==> src/rtl/riscv_pkg.sv <==
// Shared RISC-V definitions used across the core: opcode encodings and
// canonical instruction constants.
package riscv_pkg;

  typedef enum logic [6:0] {
    OP_LUI    = 7'b0110111,
    OP_AUIPC  = 7'b0010111,
    OP_JAL    = 7'b1101111,
    OP_JALR   = 7'b1100111,
    OP_BRANCH = 7'b1100011,
    OP_LOAD   = 7'b0000011,
    OP_STORE  = 7'b0100011,
    OP_IMM    = 7'b0010011,
    OP_REG    = 7'b0110011,
    OP_FENCE  = 7'b0001111,
    OP_SYSTEM = 7'b1110011
  } opcode_e;

  // addi x0,x0,0 (32'h0000_0013) with the two always-one low bits dropped
  localparam logic [29:0] NOP_BITS = 30'h0000_0004;

endpackage

==> src/rtl/fetch_queue.sv <==
// Fetch-to-decode FIFO of {instr, curr_pc, inc_pc} entries. Back-pressures
// fetch when full and drops everything on a taken jump/branch.
module fetch_queue
  import riscv_pkg::*;
#(
  parameter int XLEN  = 32,
  parameter int DEPTH = 4
) (
  input  logic                       clk,
  input  logic                       rst,
  input  logic                       flush,
  input  logic                       in_valid,
  output logic                       in_ready,
  input  logic [29:0]                in_instr,
  input  logic [XLEN-1:0]            in_curr_pc,
  input  logic [XLEN-1:0]            in_inc_pc,
  output logic                       out_valid,
  input  logic                       out_ready,
  output logic [29:0]                out_instr,
  output logic [XLEN-1:0]            out_curr_pc,
  output logic [XLEN-1:0]            out_inc_pc,
  output logic [$clog2(DEPTH+1)-1:0] count
);

  localparam int PW = $clog2(DEPTH);
  localparam int CW = $clog2(DEPTH + 1);

  typedef struct packed {
    logic [29:0]     instr;
    logic [XLEN-1:0] curr_pc;
    logic [XLEN-1:0] inc_pc;
  } entry_t;

  entry_t        storage [DEPTH];
  logic [PW-1:0] wr_ptr;
  logic [PW-1:0] rd_ptr;
  logic          push;
  logic          pop;

  // Full and empty come straight from count: no pass-through when full,
  // no bypass when empty.
  assign in_ready  = (count != CW'(DEPTH));
  assign out_valid = (count != '0);
  assign push      = in_valid & in_ready;
  assign pop       = out_valid & out_ready;

  // NOTE: sequential state uses non-blocking assignments so every register
  // samples pre-edge values regardless of statement order.
  always_ff @(posedge clk or posedge rst) begin
    if (rst) begin
      wr_ptr <= '0;
      rd_ptr <= '0;
      count  <= '0;
    end else if (flush) begin
      wr_ptr <= '0;
      rd_ptr <= '0;
      count  <= '0;
    end else begin
      if (push) wr_ptr <= wr_ptr + PW'(1);
      if (pop)  rd_ptr <= rd_ptr + PW'(1);
      case ({push, pop})
        2'b10:   count <= count + CW'(1);
        2'b01:   count <= count - CW'(1);
        default: count <= count;
      endcase
    end
  end

  // NOTE: storage has no reset; out_valid gates every read, so stale
  // contents never reach the outputs and the array maps to plain RAM/flops.
  always_ff @(posedge clk) begin
    if (push && !flush) begin
      storage[wr_ptr] <= '{instr: in_instr, curr_pc: in_curr_pc, inc_pc: in_inc_pc};
    end
  end

  // NOTE: defaults are assigned first so every path drives every output and
  // no latch is inferred.
  always_comb begin
    out_instr   = NOP_BITS;
    out_curr_pc = '0;
    out_inc_pc  = '0;
    if (out_valid) begin
      out_instr   = storage[rd_ptr].instr;
      out_curr_pc = storage[rd_ptr].curr_pc;
      out_inc_pc  = storage[rd_ptr].inc_pc;
    end
  end

endmodule

==> config.mk <==
export PLATFORM = sky130hd
export DESIGN_NAME = fetch_queue
export DESIGN_NICKNAME = d
export VERILOG_FILES = /design/src/rtl/riscv_pkg.sv /design/src/rtl/fetch_queue.sv
export SDC_FILE = /design/constraint.sdc
export NUM_CORES = 1
export LEC_CHECK = 0
export BUFFER_PORTS_ARGS = -buffer_cell sky130_fd_sc_hd__clkbuf_2
export CORE_UTILIZATION = 39
export DETAILED_ROUTE_END_ITERATION = 10
export MAX_ROUTING_LAYER = met4
export PLACE_DENSITY_LB_ADDON = 0.2
export SYNTH_ARGS = -nofsm -noshare
export SYNTH_HDL_FRONTEND = slang
export SYNTH_SLANG_ARGS = --single-unit
==> constraint.sdc <==
create_clock -name clk -period 8.8 [get_ports clk]
set_input_delay 2.2 -clock clk [delete_from_list [all_inputs] [get_ports clk]]
set_output_delay 2.2 -clock clk [all_outputs]
set_load 0.005 [all_outputs]
## Word level (Yosys, flattened, before mapping)

Memories as Yosys holds them, arrays and structs flattened.
Index checks and enable logic that the tools add are counted.

- Add/subtract/negate cells: 4
- Equality and inequality tests: 3
- Multiplexer cells: 11
- Bitwise gates (word level): 2
- Reduce and logical (&&, ||, !) cells: 6

Operators with widths:

| cell | count |
|---|---|
| $mux W32 | 2 |
| $mux W30 | 1 |
| $mux W2 | 4 |
| $pmux W3 S2 | 1 |
| $reduce_bool A3 Y1 | 2 |
| $add A2 B1 Y2 const B | 2 |
| $reduce_bool A2 Y1 | 2 |
| $add A3 B1 Y3 const B | 1 |
| $mux W3 | 1 |
| $ne A3 B3 Y1 const B | 1 |
| $sub A3 B1 Y3 const B | 1 |
| $and A1 B1 Y1 | 2 |
| $eq A2 B1 Y1 const B | 1 |
| $eq A2 B2 Y1 const B | 1 |
| $mux W1 | 2 |
| $logic_and A1 B1 Y1 | 1 |
| $logic_not A1 Y1 | 1 |

- Flip-flop bits (word level): 7
- RAM bits: 376
- Logic and storage cells: 30
- Memories kept: 1

Memories:

| name | depth | bits a word | rd ports | clocked after Yosys merged registers in | write ports | line | RTL |
|---|---|---|---|---|---|---|---|
| storage | 4 | 94 | 1 | 0 | 1 | fetch_queue.sv:34 | `entry_t storage [DEPTH];` |

## Longest topological paths before layout

- Depth after elaboration: 5
- Mapped depth: 11
- Mapped depth without buffers: 8

## Worst setup path before layout

OpenSTA, ideal clock, no wires.

- Path type: input-to-reg
- Start point: input in_valid
- End point: memory storage[0][0] (netlist name) (enable)
- Setup time: 0.464 ns
- Arrival time: 4.966 ns
- Required time: 8.336 ns
- Setup slack: 3.370 ns
- Cell stages on the path: 4
- Path buffers: 1
- Path through: clkbuf_1 -> nand2_1 -> nor2_1 -> and2_1

- Cells in the longest elaborated chain, start to end: 4

Ends and longest elaborated chain:

| what | line | RTL |
|---|---|---|
| start, declared | fetch_queue.sv:12 | `input logic in_valid,` |
| $and A1 B1 Y1 | fetch_queue.sv:44 | `assign push = in_valid & in_ready;` |
| $logic_and A1 B1 Y1 | fetch_queue.sv:72 | `if (push && !flush) begin` |
| $mux W1 | fetch_queue.sv:72 |  |
| $mux W1 (not written as such) | fetch_queue.sv:73 | `storage[wr_ptr] <= '{instr: in_instr, curr_pc: in_curr_pc, inc_pc: in_inc_pc};` |
| end, declared | fetch_queue.sv:34 |  |

No other way between the ends.

## Worst setup path in the final report

- Start point: register rd_ptr[0]
- End point: output out_curr_pc[1]

- Cells in the longest elaborated chain, start to end: 2

Ends and longest elaborated chain:

| what | line | RTL |
|---|---|---|
| start, declared | fetch_queue.sv:36 | `logic [PW-1:0] rd_ptr;` |
| start signal, assigned | fetch_queue.sv:60 | `if (pop) rd_ptr <= rd_ptr + PW'(1);` |
| $mem_v2 Z4 W94 | -- |  |
| $mux W32 | fetch_queue.sv:83 | `if (out_valid) begin` |
| end, declared | fetch_queue.sv:20 | `output logic [XLEN-1:0] out_curr_pc,` |

No other way between the ends.

==> out/qor.csv <==
stage;metric;value;unit
worst_setup_path;CP max-delay cell;dfrtp_4;
floorplanning;Starting Density;40.0;%
sta;Min Clock Period, post-route;5.37;ns
worst_setup_path;Critical Path Fanout Max;37;
worst_setup_path;Crit. End Element;output port;
detailed_routing;drt wl/cell;20.7;µm
worst_setup_path;r2r worst-path depth;5;
cts;CTS resizes;0;
power_and_ir_drop;pwr/cell area;249;mW/mm²
global_route;pin count of the biggest net entering global routing;97;
yosys;ys flop type;edfxtp_1;
global_route;GR peak layer;met2;
cts;clock transition at the registers of the reported paths;0.07;ns
power_and_ir_drop;VDD IR max;0.140;mV
global_route;first-pass GRT wire length;44000;µm
global_route;grt total ovfl;0;
worst_setup_path;family with the most delay on the worst path;flip-flops;
sta;hold_ws;0.598;ns
sta;final period utilization;61.0;%
layout;layout cell share with drive strength beyond 1;40.4;%
worst_hold_path;HP Class;reg2reg;
worst_setup_path;FF-to-FF setup slack;5.77;ns
cts;# clock sinks;383;
placed_design;Final HPWL DP;16300;µm
yosys;YS warnings;0;
layout;Layout Utilization;47.5;%
global_route;gr usage total;15.8;%
cts;Max Buffers Root-to-Sink;3;
placed_design;Port Buf Inserts;197;
yosys;Syn Area/Cell;22.3;µm²
worst_setup_path;Critical Path RT;6.60;ns
cts;CTS tree;built;
sta;final slew viol count;0;
yosys;Post-synth EDFFs;376;
yosys;Yosys top cell area share;76.6;%
sta;worst-margin pin slew;1.09;ns
power_and_ir_drop;Tot Pwr;4.37;mW
detailed_routing;first-pass iteration count of the detailed router;4;
worst_setup_path;crit-path max cell delay;0.95;ns
sta;Final WS setup;3.43;ns
floorplanning;full die area;0.0386;mm²
yosys;Seq cells post-synth;383;
cts;post-CTS setup buffer count;0;
worst_hold_path;end of the worst hold path;wr_ptr[1];
worst_setup_path;worst path cell trace;buf_4, mux4_2, and2_1, clkbuf_2;
layout;Layout Nets;978;
yosys;post-synthesis sequential area ratio;77.8;%
yosys;Synth Net Count;766;
cts;CTS root buffer;clkbuf_16;
cts;worst-skew pair later-pin latency;0.53;ns
worst_hold_path;hold-critical path depth;2;
sta;final hold viol count;0;
sta;RSZ-0062 raised after global routing;no;
power_and_ir_drop;Leakage;5.92;nW
global_route;met3 Use GR;4.95;%
yosys;Post-Synthesis Cell Area;0.0147;mm²
global_route;initial antenna violation count;3;
sta;final setup TNS;0;ns
worst_setup_path;Worst Path Arrival;3.17;ns
yosys;share of flip-flops with an asynchronous set or reset;1.83;%
worst_setup_path;WP depth;4;
worst_hold_path;HP Start;wr_ptr[1];
detailed_routing;Final ANT Viol Nets;0;
yosys;Mapped Cells;662;
placed_design;gpl congestion;0.742;
global_route;vias in the first global route;7414;
cts;H-tree level count;2;
floorplanning;DIE WIDTH;196;µm
detailed_routing;Iteration-0 DRC Markers;323;
floorplanning;num rows;70;
worst_setup_path;type of the worst setup path;reg2out;
sta;worst clock skew;0.0258;ns
yosys;area leader, netlist;edfxtp_1;
detailed_routing;via count;7005;
worst_setup_path;Worst Path Buf+Inv;2;
placed_design;Setup WS pre-CTS;3.86;ns
sta;Slew headroom;27.6;%
cts;Hold Buf Count CTS;0;
worst_setup_path;Reg-to-Reg Start;count[2];
detailed_routing;Residual DRC;0;
yosys;Cell variety after synth;30;
global_route;met2 usage;23.2;%
worst_setup_path;startpoint types;flop;
floorplanning;core area;0.0369;mm²
floorplanning;Vert. Die Dim;196;µm
floorplanning;I/O pin count;198;
detailed_routing;Vias/cell;4.98;
sta;Setup-failing EPs final;0;
sta;Achievable Freq;186;MHz
layout;P&R area growth vs syn;18.8;%
detailed_routing;final wirelength;29200;µm
yosys;synth top area cells;edfxtp_1, mux4_2, and2_1;
status;status;completed;
worst_setup_path;R2R Path End;storage[1][10];
cts;CTS buffer count;42;
run;reported max-cap violation count;0;
global_route;met1 global-route usage;21.4;%
layout;Fill cells;3135;
-- report_power, final --
part           internal, mW  switching, mW  total (mW)  leakage, nW
logic                 0.301          0.304       0.604         1.79
clock network         0.981          0.654        1.64        0.623
registers              2.08         0.0457        2.13         3.50
-- registers in the layout, summed over array words and instances, names as in the netlist --
signal / flops
storage: 376
rd_ptr: 2
wr_ptr: 2
count: 3
-- cells in the mapped netlist, drive strengths merged (2+ instances only) --
| master | instances |
|---|---|
| edfxtp | 376 |
| and2 | 97 |
| mux4 | 94 |
| clkbuf | 19 |
| buf | 18 |
| nor2 | 9 |
| dfrtp | 7 |
| nand2 | 6 |
| ha | 4 |
| nand3 | 4 |
| a21oi | 3 |
| inv | 3 |
| o21ai | 3 |
| nor3 | 2 |
| or3 | 2 |
| or3b | 2 |
| xnor2 | 2 |
| xor2 | 2 |
-- worst min-delay path, delay by kind of cell, from the launching register on --
family	cells	cell delay [ns]
flip-flops	1	0.42
AND/OR/NAND/NOR	1	0.07
AO/OA/AOI/OAI	1	0.06
-- logic make-up after synthesis --
family	Yosys count	synth area share, %
adder cells (fa/ha/maj)	5	0.476
buffers and inverters	40	1.54
AND/OR/NAND/NOR	125	5.05
AO/OA/AOI/OAI	10	0.416
XOR/XNOR	4	0.238
flip-flops	383	77.8
multiplexers	95	14.4
-- final cells by class --
cell class | instances | area (µm²) | area share [%]
flip-flops and latches | 383 | 11500 | 65.6
clock inverters | 16 | 159 | 0.908
well taps | 504 | 631 | 3.60
diodes | 3 | 7.51 | 0.0429
inverters | 3 | 11.3 | 0.0644
repair buffers | 205 | 1050 | 5.98
multi-input cells | 239 | 3050 | 17.4
clock buffers | 55 | 1120 | 6.41
-- worst max-delay path by stage --
stage              start         endpoint
5_1_grt        rd_ptr[0]  out_curr_pc[31]
4_1_cts        rd_ptr[0]  out_curr_pc[19]
3_5_place_dp   rd_ptr[0]  out_curr_pc[19]
6_report       rd_ptr[0]   out_curr_pc[1]
3_3_place_gp   rd_ptr[0]   out_curr_pc[3]
2_1_floorplan   in_valid    storage[0][0]
-- placed cells by master (no fill, tap or decap) --
master      count
a21oi_1         3
a31oi_1         1
a41oi_1         1
and2_1         93
and2_4          4
buf_4           8
bufinv_16       3
clkbuf_1       12
clkbuf_16      43
clkbuf_2      197
clkinv_1        5
clkinv_2        5
clkinvlp_4      1
dfrtp_1         5
dfrtp_4         2
diode_2         3
edfxtp_1      376
fa_1            1
ha_1            4
inv_1           3
inv_6           2
mux2_2          1
mux4_2         94
nand2_1         6
nand2b_1        1
nand3_1         4
nand4b_1        1
nor2_1          9
nor3_1          2
o21ai_0         3
o21bai_1        1
o221ai_1        1
or2_2           1
or3_1           1
or3_2           1
or3b_2          2
xnor2_1         2
xor2_1          2
-- routing by layer --
layer  wire (µm)  part of all wire [%]
met1       13400                    46
met2       13200                    45
met3        2210                   7.6
met4         425                   1.5
met5           0                     0
-- per-stage QoR --
stage	cells	area [µm²]
after floorplan	662	14700
after global placement	1334	16200
after detailed placement	1334	16200
after CTS	1405	17500
after global routing	1408	17500
final	1408	17500
Note: power is estimated with default switching activity, not from simulation.
